[config.mk]
export PLATFORM = sky130hd
export DESIGN_NAME = elevator_car_controller
export DESIGN_NICKNAME = d
export VERILOG_FILES = /design/src/rtl/elevator_pkg.sv /design/src/rtl/elev_timer.sv /design/src/rtl/elevator_car_controller.sv
export SDC_FILE = /design/constraint.sdc
export NUM_CORES = 1
export LEC_CHECK = 0
export ABC_CLOCK_PERIOD_IN_PS = 3800
export CORE_ASPECT_RATIO = 1.4
export CORE_MARGIN = 2
export CORE_UTILIZATION = 45
export CTS_CLUSTER_SIZE = 25
export DETAILED_ROUTE_END_ITERATION = 6
export GPL_ROUTABILITY_DRIVEN = 0
export GPL_TIMING_DRIVEN = 0
export PLACE_DENSITY = 0.63
export RECOVER_POWER = 25
export SYNTH_ARGS = -nofsm -noshare
export SYNTH_HDL_FRONTEND = slang
export SYNTH_SLANG_ARGS = --single-unit
[constraint.sdc]
create_clock -name clk -period 3.8 [get_ports clk]
set_input_delay 0.76 -clock clk [delete_from_list [all_inputs] [get_ports clk]]
set_output_delay 0.76 -clock clk [all_outputs]
set_load 0.02 [all_outputs]
[src/rtl/elevator_pkg.sv]
// elevator_pkg: shared types and constants for the 4-floor car controller.
// Latency: n/a (types, constants and pure functions only).
// Backpressure: n/a.
package elevator_pkg;

  localparam int NUM_FLOORS = 4;
  localparam int FLOOR_W    = 2;

  localparam logic DIR_UP   = 1'b1;
  localparam logic DIR_DOWN = 1'b0;

  typedef enum logic [1:0] {
    IDLE      = 2'd0,
    MOVE_UP   = 2'd1,
    MOVE_DOWN = 2'd2,
    DOOR_OPEN = 2'd3
  } state_t;

  // One bit set for every floor strictly above the given floor.
  function automatic logic [NUM_FLOORS-1:0] above_mask(input logic [FLOOR_W-1:0] floor);
    logic [NUM_FLOORS-1:0] m;
    m = '0;
    for (int i = 0; i < NUM_FLOORS; i++) begin
      if (i > int'(floor)) m[i] = 1'b1;
    end
    return m;
  endfunction

  // One bit set for every floor strictly below the given floor.
  function automatic logic [NUM_FLOORS-1:0] below_mask(input logic [FLOOR_W-1:0] floor);
    logic [NUM_FLOORS-1:0] m;
    m = '0;
    for (int i = 0; i < NUM_FLOORS; i++) begin
      if (i < int'(floor)) m[i] = 1'b1;
    end
    return m;
  endfunction

  function automatic int max_int(input int a, input int b);
    return (a > b) ? a : b;
  endfunction

endpackage

[src/rtl/elev_timer.sv]
// elev_timer: loadable down-counter with zero flag, shared by travel and door phases.
// Latency: load value visible the cycle after load; zero flag is combinational from the count.
// Backpressure: enable low holds the count (used to freeze the timer).
module elev_timer #(
  parameter int W = 5
) (
  input  logic         clk,
  input  logic         reset,
  input  logic         load,
  input  logic [W-1:0] load_value,
  input  logic         enable,
  output logic         zero
);

  logic [W-1:0] cnt_q, cnt_d;

  // Load has priority; otherwise count down and hold at zero.
  always_comb begin
    cnt_d = cnt_q;
    if (load) begin
      cnt_d = load_value;
    end else if (enable && (cnt_q != '0)) begin
      cnt_d = cnt_q - 1'b1;
    end
  end

  // Count register.
  always_ff @(posedge clk) begin
    if (reset) cnt_q <= '0;
    else       cnt_q <= cnt_d;
  end

  assign zero = (cnt_q == '0);

endmodule

[src/rtl/elevator_car_controller.sv]
// elevator_car_controller: 4-floor car FSM, pending-call register, shared travel/door timer.
// Latency: call lands in pending on the accepting edge; motion begins on the following edge.
// Backpressure: none; define EMERGENCY_STOP_EN to add estop, which freezes motion and timers.
module elevator_car_controller
  import elevator_pkg::*;
#(
  parameter int TRAVEL_CYCLES = 16,
  parameter int DOOR_CYCLES   = 32
) (
  input  logic                  clk,
  input  logic                  reset,
  input  logic                  call_valid,
  input  logic [FLOOR_W-1:0]    floor_call,
  input  logic                  up_down_flag,
`ifdef EMERGENCY_STOP_EN
  input  logic                  estop,
`endif
  output logic [FLOOR_W-1:0]    current_floor,
  output logic                  motor_up,
  output logic                  motor_down,
  output logic                  door_open,
  output logic [NUM_FLOORS-1:0] pending
);

  localparam int TMR_MAX = max_int(TRAVEL_CYCLES, DOOR_CYCLES);
  localparam int TMR_W   = $clog2(TMR_MAX);

  localparam logic [TMR_W-1:0]   TRAVEL_RELOAD = TMR_W'(TRAVEL_CYCLES - 1);
  localparam logic [TMR_W-1:0]   DOOR_RELOAD   = TMR_W'(DOOR_CYCLES - 1);
  localparam logic [FLOOR_W-1:0] TOP_FLOOR     = FLOOR_W'(NUM_FLOORS - 1);

  state_t                  state_q, state_d;
  logic [FLOOR_W-1:0]      floor_q, floor_d;
  logic [NUM_FLOORS-1:0]   pending_q, pending_d;
  logic                    dir_pref_q, dir_pref_d;
  logic                    last_dir_q, last_dir_d;
  logic                    motor_up_q, motor_up_d;
  logic                    motor_down_q, motor_down_d;
  logic                    door_open_q, door_open_d;

  logic                    tmr_load;
  logic [TMR_W-1:0]        tmr_val;
  logic                    tmr_en;
  logic                    tmr_zero;

  logic                    freeze;
  logic                    same_floor;
  logic                    req_above, req_below;
  logic                    req_fwd, req_rev;
  logic                    at_end;
  logic [FLOOR_W-1:0]      next_floor;
  logic [NUM_FLOORS-1:0]   set_mask, clr_mask;

`ifdef EMERGENCY_STOP_EN
  assign freeze = estop;
`else
  assign freeze = 1'b0;
`endif

  assign same_floor = call_valid && (floor_call == floor_q);
  assign req_above  = |(pending_q & above_mask(floor_q));
  assign req_below  = |(pending_q & below_mask(floor_q));
  // Forward/reverse relative to the direction of the last completed trip.
  assign req_fwd    = (last_dir_q == DIR_UP) ? req_above : req_below;
  assign req_rev    = (last_dir_q == DIR_UP) ? req_below : req_above;

  elev_timer #(
    .W (TMR_W)
  ) u_timer (
    .clk        (clk),
    .reset      (reset),
    .load       (tmr_load),
    .load_value (tmr_val),
    .enable     (tmr_en),
    .zero       (tmr_zero)
  );

  // State register plus all datapath and registered-output flops.
  always_ff @(posedge clk) begin
    if (reset) begin
      state_q      <= IDLE;
      floor_q      <= '0;
      pending_q    <= '0;
      dir_pref_q   <= DIR_UP;
      last_dir_q   <= DIR_UP;
      motor_up_q   <= 1'b0;
      motor_down_q <= 1'b0;
      door_open_q  <= 1'b0;
    end else begin
      state_q      <= state_d;
      floor_q      <= floor_d;
      pending_q    <= pending_d;
      dir_pref_q   <= dir_pref_d;
      last_dir_q   <= last_dir_d;
      motor_up_q   <= motor_up_d;
      motor_down_q <= motor_down_d;
      door_open_q  <= door_open_d;
    end
  end

  // Next-state: call capture, direction choice, floor stepping and timer control.
  always_comb begin
    state_d    = state_q;
    floor_d    = floor_q;
    last_dir_d = last_dir_q;
    dir_pref_d = dir_pref_q;
    tmr_load   = 1'b0;
    tmr_val    = TRAVEL_RELOAD;
    tmr_en     = 1'b0;
    set_mask   = '0;
    clr_mask   = '0;
    at_end     = 1'b0;
    next_floor = floor_q;

    // A call for the floor the car is already serving opens/holds the door
    // instead of latching. While frozen in IDLE it is latched so it is not lost.
    if (call_valid) begin
      dir_pref_d = up_down_flag;
      if (!(same_floor && ((state_q == IDLE && !freeze) || state_q == DOOR_OPEN))) begin
        set_mask[floor_call] = 1'b1;
      end
    end

    if (!freeze) begin
      case (state_q)
        IDLE: begin
          if (same_floor || pending_q[floor_q]) begin
            clr_mask[floor_q] = 1'b1;
            state_d  = DOOR_OPEN;
            tmr_load = 1'b1;
            tmr_val  = DOOR_RELOAD;
          end else if (req_above && (!req_below || dir_pref_q == DIR_UP)) begin
            state_d  = MOVE_UP;
            tmr_load = 1'b1;
          end else if (req_below) begin
            state_d  = MOVE_DOWN;
            tmr_load = 1'b1;
          end
        end

        MOVE_UP, MOVE_DOWN: begin
          tmr_en = 1'b1;
          if (tmr_zero) begin
            at_end     = (state_q == MOVE_UP) ? (floor_q == TOP_FLOOR) : (floor_q == '0);
            next_floor = (state_q == MOVE_UP) ? floor_q + 2'd1 : floor_q - 2'd1;
            if (at_end) begin
              // Never drive past an end floor; settle and re-evaluate from IDLE.
              state_d = IDLE;
            end else begin
              floor_d = next_floor;
              if (pending_q[next_floor]) begin
                clr_mask[next_floor] = 1'b1;
                state_d    = DOOR_OPEN;
                last_dir_d = (state_q == MOVE_UP) ? DIR_UP : DIR_DOWN;
                tmr_load   = 1'b1;
                tmr_val    = DOOR_RELOAD;
              end else begin
                tmr_load = 1'b1;
              end
            end
          end
        end

        DOOR_OPEN: begin
          if (same_floor) begin
            tmr_load = 1'b1;
            tmr_val  = DOOR_RELOAD;
          end else begin
            tmr_en = 1'b1;
            if (tmr_zero) begin
              if (req_fwd) begin
                state_d  = (last_dir_q == DIR_UP) ? MOVE_UP : MOVE_DOWN;
                tmr_load = 1'b1;
              end else if (req_rev) begin
                state_d  = (last_dir_q == DIR_UP) ? MOVE_DOWN : MOVE_UP;
                tmr_load = 1'b1;
              end else begin
                state_d = IDLE;
              end
            end
          end
        end

        default: state_d = IDLE;
      endcase
    end

    // Arrival clear beats a capture of the same floor on the same edge.
    pending_d = (pending_q | set_mask) & ~clr_mask;
  end

  // Moore outputs decoded from the next state so they register alongside it.
  always_comb begin
    motor_up_d   = (state_d == MOVE_UP)   && !freeze;
    motor_down_d = (state_d == MOVE_DOWN) && !freeze;
    door_open_d  = (state_d == DOOR_OPEN);
  end

  assign current_floor = floor_q;
  assign motor_up      = motor_up_q;
  assign motor_down    = motor_down_q;
  assign door_open     = door_open_q;
  assign pending       = pending_q;

endmodule

==> impl_metrics.env <==
export IMPL_p_switching_uw=429.0
export IMPL_hpwlAfterDp_um=2375
export IMPL_synth_edf_count=0
export IMPL_cp_required_ns=4.05
export IMPL_routed_wl_um=2952
export IMPL_synthesis_nets=154
export IMPL_cts_hold_fix_buffers=0
export IMPL_power_share_switching_pct=43.89
export IMPL_async_flop_share_pct=0
export IMPL_reg2reg_from="current_floor[0]"
export IMPL_ys_seq_area_share_pct=28.83
export IMPL_vias_per_cell=5.979
export IMPL_start_util_pct=47.30
export IMPL_critical_path_cell_chain="buf_6 -> inv_2 -> ha_1 -> a221oi_1 -> a41oi_1 -> nor3_1 -> a32o_1"
export IMPL_synthCells=138
export IMPL_grt_pass1_wl_um=5064
export IMPL_setup_viol=0
export IMPL_synth_top_cell_area_share_pct=28.83
export IMPL_worstSetupPathType="reg2reg"
export IMPL_post_cts_buffers=0
export IMPL_synth_ff_type="dfxtp_1"
export IMPL_ir_drop_v=0.0004036
export IMPL_outcome="finished clean"
export IMPL_timing_hold_ws_ns=0.4806
export IMPL_syn_cell_area_um2=1250
export IMPL_rows=22
export IMPL_grt_antenna_before_repair=0
export IMPL_worstPathMaxFanout=6
export IMPL_hold_violations=0
export IMPL_comb_power_share_pct=57.4
export IMPL_yosysWarnings=0
export IMPL_n_antenna_cell=0
export IMPL_die_y_um=66.36
export IMPL_cts_tree="done"
export IMPL_dr_total_vias=1142
export IMPL_ant_nets=0
export IMPL_p_seq_share_pct=30.1
export IMPL_port_buffers=13
export IMPL_period_minus_slack_ns=2.655
export IMPL_leakagePower_nw=0.5716
export IMPL_relSlewSlack_pct=53.81
export IMPL_hold_path_depth=2
export IMPL_max_freq_ghz=0.3767
export IMPL_synth_xor_area_share_pct=4.905
export IMPL_min_path_type="reg2reg"
export IMPL_clkTransAtPathRegs_ns=0.11
export IMPL_synth_simple_area_share_pct=22.32
export IMPL_r2r_cells=7
export IMPL_drt_iter0_markers=28
export IMPL_cts_sinks=18
export IMPL_yosys_area_top_type="dfxtp_1"
export IMPL_synth_cell_types=42
export IMPL_rsz0062_at_grt="false"
export IMPL_r2r_slack_ns=1.15
export IMPL_drc=0
export IMPL_min_to="last_dir_q"
export IMPL_layout_commonest_cell="dfxtp_1"
export IMPL_end_kind="flop"
export IMPL_io_pins=15
export IMPL_clock_latency_ns=0.30
export IMPL_synth_area_mux_share_pct=5.205
export IMPL_pwr_share_clk_pct=12.6
export IMPL_grt_start_max_net_pins=11
export IMPL_track_usage_pct=20.54
export IMPL_critPathMaxStageDelay_ns=0.64
export IMPL_grt_overflow=0
export IMPL_clk_path_buf_depth=2
export IMPL_drv_cap=0
export IMPL_nets=172
export IMPL_slew_viol_final=0
export IMPL_synth_top_family_by_area="compound AO/OA/AOI/OAI gates"
export IMPL_syn2layout_area_growth_pct=16.92
export IMPL_synth_avg_cell_area_um2=9.058
export IMPL_reg2reg_to="u_timer.cnt_q[4]"
export IMPL_period_share_pct=69.86
export IMPL_cts_buffers=3
export IMPL_cts_repair_resized=0
export IMPL_cts_max_level=1
export IMPL_wl_per_cell_um=15.46
export IMPL_worst_clock_skew_ns=0.007751
export IMPL_startpoint_type="flop"
export IMPL_core_region_area_um2=2643
export IMPL_hold_path_startpoint="last_dir_q"
export IMPL_ys_ff_latch=18
export IMPL_root_buffer="clkbuf_4"
export IMPL_synth_area_leaders="dfxtp_1 (29%), ha_1 (10%), a21oi_1 (4.0%), mux4_2 (3.6%), inv_1 (3.3%)"
export IMPL_arrival_ns=2.90
export IMPL_layout_drive_gt1_share_pct=12.90
export IMPL_final_setup_tns_ns=0
export IMPL_worst_pin_slew_ns=0.6929
export IMPL_synth_compound_area_share_pct=23.32
export IMPL_first_global_vias=1146
export IMPL_die_area_um2=3221
export IMPL_synthAdderAreaFrac_pct=10.01
export IMPL_dr_pass1_iters=4
export IMPL_powerDensity_nw_per_um2=668.8
export IMPL_intPower_uw=548.4
export IMPL_die_x_um=48.54
export IMPL_slowest_stage="a221oi_1"
export IMPL_final_cell_mix="dfxtp_1 (18), inv_1 (11), a21oi_1 (10), ha_1 (10)"
-- how the worst max path moves through the flow --
| stage | start | end | slack [ns] | depth (start not counted) |
|---|---|---|---|---|
| floorplan | current_floor[0] | motor_down | 1.38 | 8 |
| global placement | floor_call[1] | u_timer.cnt_q[4] | 0.98 | 6 |
| detailed placement | floor_call[1] | u_timer.cnt_q[1] | 0.96 | 6 |
| CTS | current_floor[0] | u_timer.cnt_q[4] | 1.15 | 7 |
| global route | current_floor[1] | u_timer.cnt_q[4] | 0.89 | 6 |
| finish | current_floor[0] | u_timer.cnt_q[4] | 1.15 | 7 |
-- kinds of logic (layout without fill, tap and decap cells) --
logic type	count (synthesis)	after routing
xor gates and xnor gates	7	7
and+or+nand+nor	49	49
adders and majority gates	10	10
muxes	4	4
AOI/OAI and AO/OA	34	34
DFF	18	18
buffers and inverters	16	33
-- state kept, by name, indices dropped and copies added (netlist names) --
register / count
pending: 4
state_q: 2
last_dir_q: 1
motor_down: 1
u_timer.cnt_q: 5
motor_up: 1
door_open: 1
current_floor: 2
dir_pref_q: 1
-- through the flow --
| step | utilization, % | setup WS (ns) | area [um2] | std cells | total power, mW |
|---|---|---|---|---|---|
| floorplan | - | 1.376 | 1250 | 138 | 0.7213 |
| global placement | 53.93 | 0.9833 | 1425 | 187 | 0.8496 |
| detailed placement | 53.93 | 0.9604 | 1425 | 187 | 0.8628 |
| CTS | 55.30 | 1.153 | 1461 | 191 | 0.9862 |
| global route | 55.30 | 0.8926 | 1461 | 191 | 1.060 |
| finish | 55.30 | 1.145 | 1461 | 191 | 0.9774 |
-- final cells by class --
type	count	area (um2)
Buffer	4	22.52
Clock buffer	4	36.28
Fill cell	266	1181
Inverter	12	45.04
Multi-Input combinational cell	104	822.0
Sequential cell	18	360.3
Tap cell	36	45.04
Timing Repair Buffer	13	130.1
-- power groups by stage --
stage | Clock (mW) | Combinational, mW | Sequential (mW)
final | 0.123 | 0.561 | 0.294
after global routing | 0.133 | 0.623 | 0.303
after CTS | 0.126 | 0.565 | 0.295
after detailed placement | 0 | 0.563 | 0.300
after global placement | 0 | 0.555 | 0.295
after floorplan | 0 | 0.408 | 0.313
-- synth_stat cells, types with 2 or more instances --
cell      count
dfxtp_1      18
inv_1        11
a21oi_1      10
ha_1         10
nand2_1       9
nor2_1        9
nand3_1       8
nand4_1       4
nor3_1        4
nor3b_1       4
xnor2_1       4
a221oi_1      3
clkbuf_1      3
o221a_2       3
xor2_1        3
a31oi_1       2
a32oi_1       2
a41oi_1       2
and3_1        2
and4_2        2
mux2i_1       2
mux4_2        2
o21a_1        2
-- worst max-delay path: cells and delay by family (launching register included) --
family	cells	cell delay (ns)
AND/OR/NAND/NOR	1	0.56
flip-flops	1	0.47
AO/OA/AOI/OAI	3	1.09
adder cells (fa/ha/maj)	1	0.24
buffers and inverters	2	0.23
-- layer usage --
layer	routed length, um	up-vias	GRT usage (%)
met3	103	10	2.036
met5	0	-	0
met2	1556	31	38.37
li1	-	555	-
met4	85	0	13.21
met1	1207	546	22.02
Note: power is estimated with default switching activity, not from simulation.
